### config.mk
export PLATFORM = sky130hd
export DESIGN_NAME = booth_r4_seq_ctrl_flat
export DESIGN_NICKNAME = d
export VERILOG_FILES = /design/src/rtl/booth_r4_seq_ctrl_if.sv /design/src/rtl/booth_r4_seq_ctrl.sv /design/src/flat_wrapper.sv
export SDC_FILE = /design/constraint.sdc
export NUM_CORES = 1
export LEC_CHECK = 0
export CAP_MARGIN = 0
export CORE_MARGIN = 2
export CORE_UTILIZATION = 50
export CTS_CLUSTER_DIAMETER = 200
export DETAILED_ROUTE_END_ITERATION = 12
export GPL_TIMING_DRIVEN = 1
export PLACE_DENSITY_LB_ADDON = 0.08
export RECOVER_POWER = 100
export SYNTH_ARGS = -nofsm -noshare
export SYNTH_HDL_FRONTEND = slang
export SYNTH_SLANG_ARGS = --single-unit
### constraint.sdc
create_clock -name clk -period 4.9 [get_ports clk]
set_input_delay 0.735 -clock clk [delete_from_list [all_inputs] [get_ports clk]]
set_output_delay 0.735 -clock clk [all_outputs]
set_load 0.05 [all_outputs]
### src/rtl/booth_r4_seq_ctrl_if.sv
// Operand/result handshake bundle for the radix-4 Booth multiplier controller.
// master = operand source / result consumer, slave = the multiplier.
interface booth_r4_seq_ctrl_if #(
  parameter int WIDTH = 8
);
  logic                 start;
  logic [WIDTH-1:0]     multiplicand;
  logic [WIDTH-1:0]     multiplier;
  logic                 busy;
  logic                 done;
  logic [2*WIDTH-1:0]   product;

  modport master (
    output start, multiplicand, multiplier,
    input  busy, done, product
  );

  modport slave (
    input  start, multiplicand, multiplier,
    output busy, done, product
  );
endinterface

### src/rtl/booth_r4_seq_ctrl.sv
// Sequential signed radix-4 Booth multiplier: IDLE -> LOAD (multiples) -> RUN (one digit per clock).
// Optional macro BOOTH_ZERO_SKIP_EN finishes in LOAD when either captured operand is zero.
module booth_r4_seq_ctrl #(
  parameter int WIDTH = 8
) (
  input  logic           clk,
  input  logic           rst_n,
  booth_r4_seq_ctrl_if.slave bus
);
  localparam int AW = WIDTH + 2;
  localparam int CW = $clog2(WIDTH / 2) + 1;
  localparam logic [CW-1:0] CNT_LAST = CW'(WIDTH / 2 - 1);
  localparam logic [CW-1:0] CNT_ONE  = CW'(1);

  typedef enum logic [1:0] {
    ST_IDLE = 2'd0,
    ST_LOAD = 2'd1,
    ST_RUN  = 2'd2
  } state_t;

  function automatic logic [AW-1:0] neg2c(input logic [AW-1:0] v);
    return ~v + {{(AW-1){1'b0}}, 1'b1};
  endfunction

  state_t               state_r, state_nxt_s;
  logic [WIDTH-1:0]     m_r, q_r;
  logic [AW-1:0]        a_r;
  logic                 q_m1_r;
  logic [CW-1:0]        cnt_r;
  logic [AW-1:0]        pos_m_r, neg_m_r, pos_2m_r, neg_2m_r;
  logic                 busy_r, done_r;
  logic [2*WIDTH-1:0]   product_r;

  logic [AW-1:0]        m_ext_s, pp_s, sum_s, a_nxt_s;
  logic signed [2*WIDTH+2:0] shift_cat_s, shifted_s;
  logic [WIDTH-1:0]     q_nxt_s;
  logic                 q_m1_nxt_s;
  logic                 last_iter_s, zero_op_s;
  logic                 busy_nxt_s, done_nxt_s;
  logic [2*WIDTH-1:0]   product_nxt_s;

  assign m_ext_s     = {{2{m_r[WIDTH-1]}}, m_r};
  assign last_iter_s = (cnt_r == CNT_LAST);
`ifdef BOOTH_ZERO_SKIP_EN
  assign zero_op_s   = (m_r == {WIDTH{1'b0}}) || (q_r == {WIDTH{1'b0}});
`else
  assign zero_op_s   = 1'b0;
`endif

  // Booth digit decode into the selected partial product
  always_comb begin
    pp_s = {AW{1'b0}};
    case ({q_r[1:0], q_m1_r})
      3'b001, 3'b010: pp_s = pos_m_r;
      3'b011:         pp_s = pos_2m_r;
      3'b100:         pp_s = neg_2m_r;
      3'b101, 3'b110: pp_s = neg_m_r;
      default:        pp_s = {AW{1'b0}};
    endcase
  end

  // Accumulate then arithmetic shift {A, Q, q_m1} right by one digit
  assign sum_s       = a_r + pp_s;
  assign shift_cat_s = {sum_s, q_r, q_m1_r};
  assign shifted_s   = shift_cat_s >>> 2;
  assign a_nxt_s     = shifted_s[2*WIDTH+2:WIDTH+1];
  assign q_nxt_s     = shifted_s[WIDTH:1];
  assign q_m1_nxt_s  = shifted_s[0];

  // State register
  always_ff @(posedge clk or negedge rst_n) begin
    if (!rst_n) begin
      state_r <= ST_IDLE;
    end else begin
      state_r <= state_nxt_s;
    end
  end

  // Next-state logic
  always_comb begin
    state_nxt_s = state_r;
    case (state_r)
      ST_IDLE: begin
        if (bus.start) state_nxt_s = ST_LOAD;
        else           state_nxt_s = ST_IDLE;
      end
      ST_LOAD: begin
        if (zero_op_s) state_nxt_s = ST_IDLE;
        else           state_nxt_s = ST_RUN;
      end
      ST_RUN: begin
        if (last_iter_s) state_nxt_s = ST_IDLE;
        else             state_nxt_s = ST_RUN;
      end
      default: state_nxt_s = ST_IDLE;
    endcase
  end

  // Next values of the registered handshake outputs
  always_comb begin
    busy_nxt_s    = (state_nxt_s != ST_IDLE);
    done_nxt_s    = 1'b0;
    product_nxt_s = product_r;
    if (state_r == ST_RUN && last_iter_s) begin
      done_nxt_s    = 1'b1;
      product_nxt_s = {a_nxt_s[WIDTH-1:0], q_nxt_s};
    end else if (state_r == ST_LOAD && zero_op_s) begin
      done_nxt_s    = 1'b1;
      product_nxt_s = {(2*WIDTH){1'b0}};
    end else begin
      done_nxt_s    = 1'b0;
      product_nxt_s = product_r;
    end
  end

  // Output registers
  always_ff @(posedge clk or negedge rst_n) begin
    if (!rst_n) begin
      busy_r    <= 1'b0;
      done_r    <= 1'b0;
      product_r <= {(2*WIDTH){1'b0}};
    end else begin
      busy_r    <= busy_nxt_s;
      done_r    <= done_nxt_s;
      product_r <= product_nxt_s;
    end
  end

  // Operand capture, multiple precompute and iteration datapath
  always_ff @(posedge clk or negedge rst_n) begin
    if (!rst_n) begin
      m_r      <= {WIDTH{1'b0}};
      q_r      <= {WIDTH{1'b0}};
      a_r      <= {AW{1'b0}};
      q_m1_r   <= 1'b0;
      cnt_r    <= {CW{1'b0}};
      pos_m_r  <= {AW{1'b0}};
      neg_m_r  <= {AW{1'b0}};
      pos_2m_r <= {AW{1'b0}};
      neg_2m_r <= {AW{1'b0}};
    end else begin
      case (state_r)
        ST_IDLE: begin
          if (bus.start) begin
            m_r    <= bus.multiplicand;
            q_r    <= bus.multiplier;
            a_r    <= {AW{1'b0}};
            q_m1_r <= 1'b0;
            cnt_r  <= {CW{1'b0}};
          end
        end
        ST_LOAD: begin
          pos_m_r  <= m_ext_s;
          neg_m_r  <= neg2c(m_ext_s);
          pos_2m_r <= {m_ext_s[AW-2:0], 1'b0};
          neg_2m_r <= neg2c({m_ext_s[AW-2:0], 1'b0});
        end
        ST_RUN: begin
          a_r    <= a_nxt_s;
          q_r    <= q_nxt_s;
          q_m1_r <= q_m1_nxt_s;
          cnt_r  <= cnt_r + CNT_ONE;
        end
        default: begin
          cnt_r <= {CW{1'b0}};
        end
      endcase
    end
  end

  assign bus.busy    = busy_r;
  assign bus.done    = done_r;
  assign bus.product = product_r;
endmodule

### src/flat_wrapper.sv
// flat-port wrapper written by rule: the top's interface ports become plain ports
module booth_r4_seq_ctrl_flat 
#(
  parameter int WIDTH = 8
)
  (clk, rst_n, bus_start, bus_multiplicand, bus_multiplier, bus_busy, bus_done, bus_product);
  booth_r4_seq_ctrl_if #(.WIDTH(WIDTH)) bus_i ();
  input  logic clk;
  input  logic rst_n;
  input wire logic [$bits(bus_i.start)-1:0] bus_start;
  input wire logic [$bits(bus_i.multiplicand)-1:0] bus_multiplicand;
  input wire logic [$bits(bus_i.multiplier)-1:0] bus_multiplier;
  output wire logic [$bits(bus_i.busy)-1:0] bus_busy;
  output wire logic [$bits(bus_i.done)-1:0] bus_done;
  output wire logic [$bits(bus_i.product)-1:0] bus_product;
  assign bus_i.start = bus_start;
  assign bus_i.multiplicand = bus_multiplicand;
  assign bus_i.multiplier = bus_multiplier;
  assign bus_busy = bus_i.busy;
  assign bus_done = bus_i.done;
  assign bus_product = bus_i.product;
  booth_r4_seq_ctrl #(.WIDTH(WIDTH)) u_core (.clk(clk), .rst_n(rst_n), .bus(bus_i));
endmodule
==> reports/metrics.yaml, run 1 <==
crit_family: "buffers and inverters"
r2r_end: "u_core.a_r[6]$_DFFE_PN0P_"
ff2ff_setup_slack_ns: 1.70
antenna_found_initial: 0
ys_top_cells_by_count: "65 x dfrtp_1, 49 x nand2_1, 37 x o21ai_0"
antenna_left: 0
fin_cells: 454
clk_path_buf_depth: 2
numCtsBuffers: 9
max-vdd-ir-drop_mv: 0.293
grt_pass1_vias: 2417
wl_um: 6850
endpoint_kind: "asynchronous set/reset pin"
syn_nets: 368
status: "finished, violations left"
fmaxAchievable_mhz: 307
synth.most_common_cell: "dfrtp_1"
worst_skew_pair.late_latency_ns: 0.34
setup_viol: 0
gp_congestion: 0.763
cts_setup_buffers: 0
grt_pass1_wl_um: 11700
clk_pin_slew_worst_paths_ns: 0.08
r2r-start: "u_core.q_m1_r$_DFFE_PN0P_"
ys_ff_latch: 65
clkSinkCount: 65
required_ns: 5.02
grt-ovfl-total: 0
die_x_um: 86.7
worstMarginPinSlew_ns: 1.81
wire_per_inst_um: 15.1
clock-root-buffer: "clkbuf_8"
pre_cts_slack_ns: 1.81
violations: "capacitance limit, slew limit"
drc: 0
crit_top_cell: "clkbuf_1"
finalHoldViolCount: 0
via_per_inst: 5.48
die_y_um: 86.7
crit_chain: "clkbuf_1, clkbuf_1"
relSlewSlack_pct: -20.4
ioPinCount: 37
fin_ws_ns: 1.64
startpoint: "rst_n"
crit_buf_inv: 2
cp_data_arrival_time_ns: 3.38
drive_gt1_share_pct: 11.2
placed_area_um2: 3810
r2r_cells: 11
power.total_w: 0.00302
diodes: 0
hpwl_um: 4800
postSynth.asyncResetShare_pct: 100
io_buffer_count: 36
htreeDepth: 3
die-area_um2: 7510
synth_top_area_cell: "dfrtp_1"
crit_path_start_kind: "input pin"
yosysTopAreaCellShare_pct: 47.6
crit_type: "input pin to asynchronous set/reset pin"
synth_area_um2: 3420
ys_types: 51
synth_ff_type: "dfrtp_1"
final_nets: 401
worstSetupPathDepth: 2
first_pass_iters: 4
cts_resized: 0
avgSynthCellArea_um2: 10.2
finalSetupTns_ns: 0
area_delta_synth_final_pct: 17.7
core_area_um2: 6720
first_iter_violations: 146
cts_tree: "yes"
leakage_nw: 1.86
synth_edf_count: 0
slowest_delay_ns: 1.36
finalClockSkew_ns: 0.00916
final.min_clock_period_ns: 3.26
drv_cap: 2
endpoint: "u_core.pos_m_r[1]$_DFFE_PN0P_"
critPathSlowestCell: "clkbuf_1"
synth_warnings: 0
start_util_pct: 50.9
dp_cells: 438
maxSlewViolCount: 68
grt.total_usage_pct: 20.1
period_share_pct: 66.6
rows: 30
worstPathMaxFanout: 33
pwr_density_cell_nw_per_um2: 751
hold_buffers: 0
fin_area_um2: 4020
ys_top_cells_by_area: "dfrtp_1 48%, mux2_2 7.2%, o21ai_0 5.4%"
grt_start_max_net_pins: 34
syn_inst: 336
rsz0062_at_grt: "no"
dr_total_vias: 2487
hold_path.class: "flop to flop"
yosysSeqAreaShare_pct: 47.6
==> cell families (layout without fill, tap and decap cells) <==
group | count (synthesis) | in the layout | share of synthesized area (%)
muxes | 37 | 37 | 11.6
buffers and inverters | 27 | 65 | 3.40
xor gates and xnor gates | 15 | 15 | 4.25
and+or+nand+nor | 91 | 91 | 12.6
DFF | 65 | 65 | 47.6
AOI/OAI and AO/OA | 88 | 88 | 15.5
adders and majority gates | 13 | 13 | 4.98
==> layer usage <==
metal	part of all wire, %	vias to the layer above	GRT usage [%]
met4	1.4	0	6.53
li1	-	1247	-
met1	50	1200	28.5
met3	3.0	8	5.05
met2	46	32	30.2
met5	0	-	0
==> worst min-delay path by stage <==
stage                                         endpoint                               start  cells past startpoint
floorplan                    u_core.a_r[0]$_DFFE_PN0P_                               rst_n                      0
global placement    u_core.bus.product[13]$_DFFE_PN0P_  u_core.bus.product[13]$_DFFE_PN0P_                      2
detailed placement  u_core.bus.product[13]$_DFFE_PN0P_  u_core.bus.product[13]$_DFFE_PN0P_                      2
CTS                 u_core.bus.product[12]$_DFFE_PN0P_                               rst_n                      1
global route        u_core.bus.product[13]$_DFFE_PN0P_  u_core.bus.product[13]$_DFFE_PN0P_                      2
finish              u_core.bus.product[13]$_DFFE_PN0P_  u_core.bus.product[13]$_DFFE_PN0P_                      2
==> flip-flops by register name (all words and copies together) (netlist names) <==
name	flops
u_core.a_r	8
u_core.bus.busy	1
u_core.bus.done	1
u_core.bus.product	16
u_core.cnt_r	3
u_core.m_r	8
u_core.neg_2m_r	8
u_core.neg_m_r	2
u_core.pos_m_r	7
u_core.q_m1_r	1
u_core.q_r	8
u_core.state_r	2
==> per-stage QoR <==
stage | hold slack [ns] | util, %
after global routing | 0.507 | 59.9
after CTS | 0.478 | 60.1
after floorplan | 0.439 | -
after detailed placement | 0.469 | 56.8
after global placement | 0.461 | 56.8
final | 0.474 | 59.9
==> where the power goes <==
part           internal (W)  switching, W  total (W)
clock              0.000302      0.000218   0.000520
combinational      0.000624      0.000839    0.00146
sequential         0.000777      0.000260    0.00104
==> placed cells by master (no fill, tap or decap), drive strengths merged, types with 4 or more instances in the layout <==
cell           synthesis  layout
clkbuf                 5      13
xor2                   8       8
a21oi                 19      19
nand3                  4       4
o21ai                 41      41
a211oi                 4       4
nand2                 50      50
a21o                   6       6
clkdlybuf4s50          0      16
nand2b                 5       5
inv                   11      12
mux2                  22      22
o31ai                  4       4
dfrtp                 65      65
ha                    12      12
dlygate4sd3            0      19
mux2i                 15      15
nor2                  11      11
xnor2                  6       6
==> layout make-up <==
class / count / area [um^2]
clock buffers: 10 / 138
clock inverters: 6 / 90.1
fillers: 599 / 2700
inverters: 11 / 41.3
multi-input cells: 244 / 1670
flip-flops and latches: 65 / 1630
well taps: 80 / 100
repair buffers: 38 / 362
Power figures use the tool's default switching activity.
==> inputs of run 2 (changes only) <==
Clock period 4.9 ns to 3.3 ns, I/O delays scaled along.
==> run 2 against run 1 <==
The flow still finishes with violations (capacitance limit, slew limit). Global-route usage down 0.065 points. Power up 49%. Die area unchanged. Clock skew about the same. Non-clock buffer count up 5. Critical path depth up 8. Sequential share of layout area down 0.29 points. Via count about the same. First-iteration DRC count down 32%. Sequential power up 41%. Final area up 0.72%. Largest cell class unchanged.
==> reports/metrics.yaml, run 2 (same netlist as run 1, synthesis figures left out) <==
wl_um: 6680
grt_start_max_net_pins: 66
diodes: 0
status: "finished, violations left"
endpoint_kind: "flop"
startpoint: "u_core.q_m1_r$_DFFE_PN0P_"
clk_pin_slew_worst_paths_ns: 0.07
slowest_delay_ns: 0.58
fillers: 576
cts_resized: 0
clkSinkCount: 65
crit_top_cell: "a21o_1"
largest_register_ffs: 16
violations: "capacitance limit, slew limit"
fin_ws_ns: 0.360
pwr_density_cell_nw_per_um2: 1110
area_delta_synth_final_pct: 18.5
worstMarginPinSlew_ns: 1.63
ff2ff_setup_slack_ns: 0.36
die-area_um2: 7510
r2r_end: "u_core.bus.product[15]$_DFFE_PN0P_"
cts_tree: "yes"
ioPinCount: 37
r2r-start: "u_core.q_m1_r$_DFFE_PN0P_"
hold_path.class: "flop to flop"
die_x_um: 86.7
io_buffer_count: 36
final_common_cell: "dfrtp_1"
cts_setup_buffers: 0
hold_buffers: 0
hpwl_um: 4750
clk_path_buf_depth: 2
via_per_inst: 5.42
grt.total_usage_pct: 20.0
endpoint: "u_core.bus.product[15]$_DFFE_PN0P_"
finalHoldViolCount: 0
final_cell_mix: "65 x dfrtp_1, 50 x nand2_1, 39 x o21ai_0, 22 x mux2_2, 19 x dlygate4sd3_1"
relSlewSlack_pct: -8.47
core_area_um2: 6720
maxSlewViolCount: 66
finalSetupTns_ns: 0
drc: 0
grt_pass1_vias: 2481
clock-root-buffer: "clkbuf_8"
max-vdd-ir-drop_mv: 0.453
antenna_left: 0
rows: 30
setup_viol: 0
r2r_cells: 10
final_nets: 406
worstPathMaxFanout: 13
wire_per_inst_um: 14.5
drive_gt1_share_pct: 12.4
htreeDepth: 3
required_ns: 3.55
crit_path_start_kind: "flop"
dr_total_vias: 2489
cp_data_arrival_time_ns: 3.19
grt-ovfl-total: 0
die_y_um: 86.7
crit_type: "flop to flop"
crit_chain: "buf_4, mux2i_1, o21ai_0, a21o_1, ha_1, a21o_1, a31o_2, a21oi_1, xnor3_1, o21ai_1"
fmaxAchievable_mhz: 340
first_iter_violations: 100
pre_cts_slack_ns: 0.513
antenna_found_initial: 0
rsz0062_at_grt: "no"
start_util_pct: 50.9
critPathSlowestCell: "dfrtp_1"
worst_skew_pair.late_latency_ns: 0.34
finalClockSkew_ns: 0.00898
first_pass_iters: 4
gp_congestion: 0.770
drv_cap: 1
leakage_nw: 1.89
numCtsBuffers: 9
grt_pass1_wl_um: 11800
period_share_pct: 89.1
final.min_clock_period_ns: 2.94
## run 2: cell types whose count changed in the layout (fill, tap and decap cells not counted), sizes merged
cell      delta
clkbuf       +1
clkinv       +1
buf          +5
clkinvlp     -1
inv          -1
## run 2: final cells by class
type / count / area, um^2 / share of cell area [%]
clock inverters: 5 / 78.8 / 1.95
multi-input cells: 244 / 1670 / 41.1
flip-flops and latches: 65 / 1630 / 40.1
well taps: 80 / 100 / 2.47
clock buffers: 11 / 141 / 3.49
repair buffers: 43 / 398 / 9.82
inverters: 11 / 41.3 / 1.02
## run 2: stage by stage
| stage | power (W) | util, % | std cells | area, um^2 | hold slack (ns) |
|---|---|---|---|---|---|
| after global placement | 0.00378 | 57.3 | 443 | 3850 | 0.461 |
| after detailed placement | 0.00383 | 57.3 | 443 | 3850 | 0.467 |
| final | 0.00449 | 60.3 | 459 | 4050 | 0.470 |
| after CTS | 0.00459 | 60.6 | 459 | 4070 | 0.365 |
| after floorplan | 0.00320 | - | 336 | 3420 | 0.199 |
| after global routing | 0.00487 | 60.3 | 459 | 4050 | 0.512 |
## run 2: critical path: cells and delay by family, from the launching register on
family	cells	cell delay, ns
XOR/XNOR	1	0.29
buffers and inverters	1	0.28
flip-flops	1	0.58
adder cells (fa/ha/maj)	1	0.34
multiplexers	1	0.19
AO/OA/AOI/OAI	6	1.18
## run 2: how the worst min path moves through the flow
stage / startpoint / to / slack [ns] / cells past startpoint
final: u_core.bus.product[12]$_DFFE_PN0P_ / u_core.bus.product[12]$_DFFE_PN0P_ / 0.47 / 2
after global routing: u_core.bus.product[13]$_DFFE_PN0P_ / u_core.bus.product[13]$_DFFE_PN0P_ / 0.51 / 2
after CTS: rst_n / u_core.bus.product[13]$_DFFE_PN0P_ / 0.36 / 2
after detailed placement: u_core.bus.product[12]$_DFFE_PN0P_ / u_core.bus.product[12]$_DFFE_PN0P_ / 0.47 / 2
after global placement: u_core.bus.product[9]$_DFFE_PN0P_ / u_core.bus.product[9]$_DFFE_PN0P_ / 0.46 / 2
after floorplan: rst_n / u_core.a_r[0]$_DFFE_PN0P_ / 0.20 / 0
## run 2: power by group
group	switching, W	internal, W
clock	0.000303	0.000445
combinational	0.00132	0.000952
sequential	0.000313	0.00116
total	0.00194	0.00255
## run 2: layer usage
| layer | track usage [%] | routed length, um | vias up |
|---|---|---|---|
| met5 | 0 | 0 | - |
| met4 | 8.81 | 119 | 0 |
| met3 | 2.86 | 178 | 10 |
| met2 | 30.3 | 3080 | 35 |
| met1 | 28.6 | 3300 | 1191 |
| li1 | - | - | 1253 |
==> inputs of run 3 (changes only) <==
Settings changed: RECOVER_POWER 100 to unset.
==> run 3 against run 2 <==
Die area unchanged. Power up 1.3%. Clock-buffer cell count unchanged. Register-to-register slack improved by 0.11 ns. Non-clock buffer count did not move. Highest routed layer unchanged. The run now ends clean. Utilization rose by 0.30 points. Sequential cell count stayed put.
==> reports/metrics.yaml, run 3 (same netlist as run 1, synthesis figures left out) <==
status: "completed"
maxSlewViolCount: 0
final_common_cell: "dfrtp_1"
clk_pin_slew_worst_paths_ns: 0.07
clk_path_buf_depth: 2
m1WireLength_um: 3330
grt.total_usage_pct: 20.0
drv_cap: 0
ff2ff_setup_slack_ns: 0.47
numCtsBuffers: 9
worst_skew_pair.late_latency_ns: 0.34
rows: 30
first_pass_iters: 4
drive_gt1_share_pct: 13.7
p_sw_w: 0.00195
cts_setup_buffers: 0
final_cell_mix: "65 x dfrtp_1, 49 x nand2_1, 37 x o21ai_0, 35 x clkdlybuf4s50_1, 22 x mux2_2"
endpoint_kind: "flop"
hold_buffers: 0
area_delta_synth_final_pct: 19.1
die_y_um: 86.7
power_frac_comb_pct: 51.2
antenna_left: 0
relSlewSlack_pct: 43.9
clock-root-buffer: "clkbuf_8"
pwr-share-seq_pct: 32.4
wire_per_inst_um: 14.6
start_util_pct: 50.9
grt_pass1_vias: 2481
finalSetupTns_ns: 0
critPathSlowestCell: "dfrtp_1"
r2r_cells: 11
route.met2.wl_um: 3070
utilization_pct: 60.6
cts_resized: 0
dr_total_vias: 2499
fillers: 573
first_iter_violations: 85
required_ns: 3.50
core_area_um2: 6720
htreeDepth: 3
gp_congestion: 0.770
p_sw_share_pct: 42.9
pwr_density_cell_nw_per_um2: 1120
top_layer_used: "met4"
fin_cells: 459
fmaxAchievable_mhz: 353
wl_met3_um: 166
period_share_pct: 85.8
die-area_um2: 7510
die_x_um: 86.7
crit_chain: "buf_4, inv_1, a21boi_0, o21ai_0, a21o_1, ha_1, nand4_1, nand3_1, a31oi_1, xor2_1, o21ai_0"
slowest_delay_ns: 0.58
setup_viol: 0
r2r-start: "u_core.q_m1_r$_DFFE_PN0P_"
crit_top_cell: "o21ai_0"
grt-ovfl-total: 0
grt_start_max_net_pins: 66
placed_area_um2: 3850
grt_pass1_wl_um: 11800
drc: 0
crit_path_start_kind: "flop"
final.min_clock_period_ns: 2.83
hpwl_um: 4750
max-vdd-ir-drop_mv: 0.468
worstMarginPinSlew_ns: 0.842
clkSinkCount: 65
rsz0062_at_grt: "no"
largest_register_ffs: 16
hold_path.class: "input pin to asynchronous set/reset pin"
finalClockSkew_ns: 0.00826
diodes: 0
worstPathMaxFanout: 13
leakage_nw: 1.86
ioPinCount: 37
fin_area_um2: 4070
r2r_end: "u_core.a_r[5]$_DFFE_PN0P_"
dp_cells: 443
crit_type: "flop to flop"
cts_tree: "yes"
via_per_inst: 5.44
antenna_found_initial: 0
cp_data_arrival_time_ns: 3.03
p_clk_share_pct: 16.4
io_buffer_count: 36
finalHoldViolCount: 0
p_int_w: 0.00260
wl_um: 6690
final_nets: 406
## run 3: cell types whose count changed in the layout (fill, tap and decap cells not counted), sizes merged
cell           change
dlygate4sd3       -19
clkbuf             -3
buf                +3
clkdlybuf4s50     +19
## run 3: layout make-up
cell class | instances | area [um^2] | share of cell area (%)
repair buffers | 43 | 408 | 10.0
well taps | 80 | 100 | 2.46
clock buffers | 11 | 141 | 3.47
inverters | 11 | 41.3 | 1.01
flip-flops and latches | 65 | 1630 | 40.0
clock inverters | 5 | 78.8 | 1.94
multi-input cells | 244 | 1680 | 41.1
## run 3: power by group through the flow
stage	combinational, W	clock, W	sequential [W]
floorplan	0.00150	0	0.00169
global placement	0.00230	0	0.00148
detailed placement	0.00234	0	0.00149
CTS	0.00235	0.000767	0.00148
global route	0.00260	0.000796	0.00153
finish	0.00233	0.000748	0.00147
## run 3: how the worst max path moves through the flow
stage,depth (start not counted),end,startpoint,slack [ns]
after global placement,12,u_core.a_r[5]$_DFFE_PN0P_,u_core.q_m1_r$_DFFE_PN0P_,0.60
after CTS,11,u_core.a_r[5]$_DFFE_PN0P_,u_core.q_m1_r$_DFFE_PN0P_,0.49
final,11,u_core.a_r[5]$_DFFE_PN0P_,u_core.q_m1_r$_DFFE_PN0P_,0.47
after floorplan,11,u_core.a_r[4]$_DFFE_PN0P_,u_core.q_m1_r$_DFFE_PN0P_,0.80
after global routing,11,u_core.a_r[5]$_DFFE_PN0P_,u_core.q_m1_r$_DFFE_PN0P_,0.19
after detailed placement,11,u_core.bus.product[15]$_DFFE_PN0P_,u_core.q_m1_r$_DFFE_PN0P_,0.51
## run 3: critical path: cells and delay by family (launching register included)
kind,cells,cell delay [ns]
adder cells (fa/ha/maj),1,0.34
AO/OA/AOI/OAI,5,0.87
flip-flops,1,0.58
XOR/XNOR,1,0.24
buffers and inverters,2,0.40
AND/OR/NAND/NOR,2,0.27
## run 3: metal layers
layer	up-vias	GRT usage [%]
li1	1254	-
met1	1199	28.6
met2	36	30.3
met3	10	2.86
met4	0	8.81
met5	-	0
## run 3: stage by stage
step	hold slack, ns	power, W	worst slack [ns]
6_report	0.305	0.00455	0.470
5_1_grt	0.430	0.00493	0.193
4_1_cts	0.365	0.00459	0.491
3_5_place_dp	0.467	0.00383	0.513
3_3_place_gp	0.461	0.00378	0.596
2_1_floorplan	0.199	0.00320	0.797
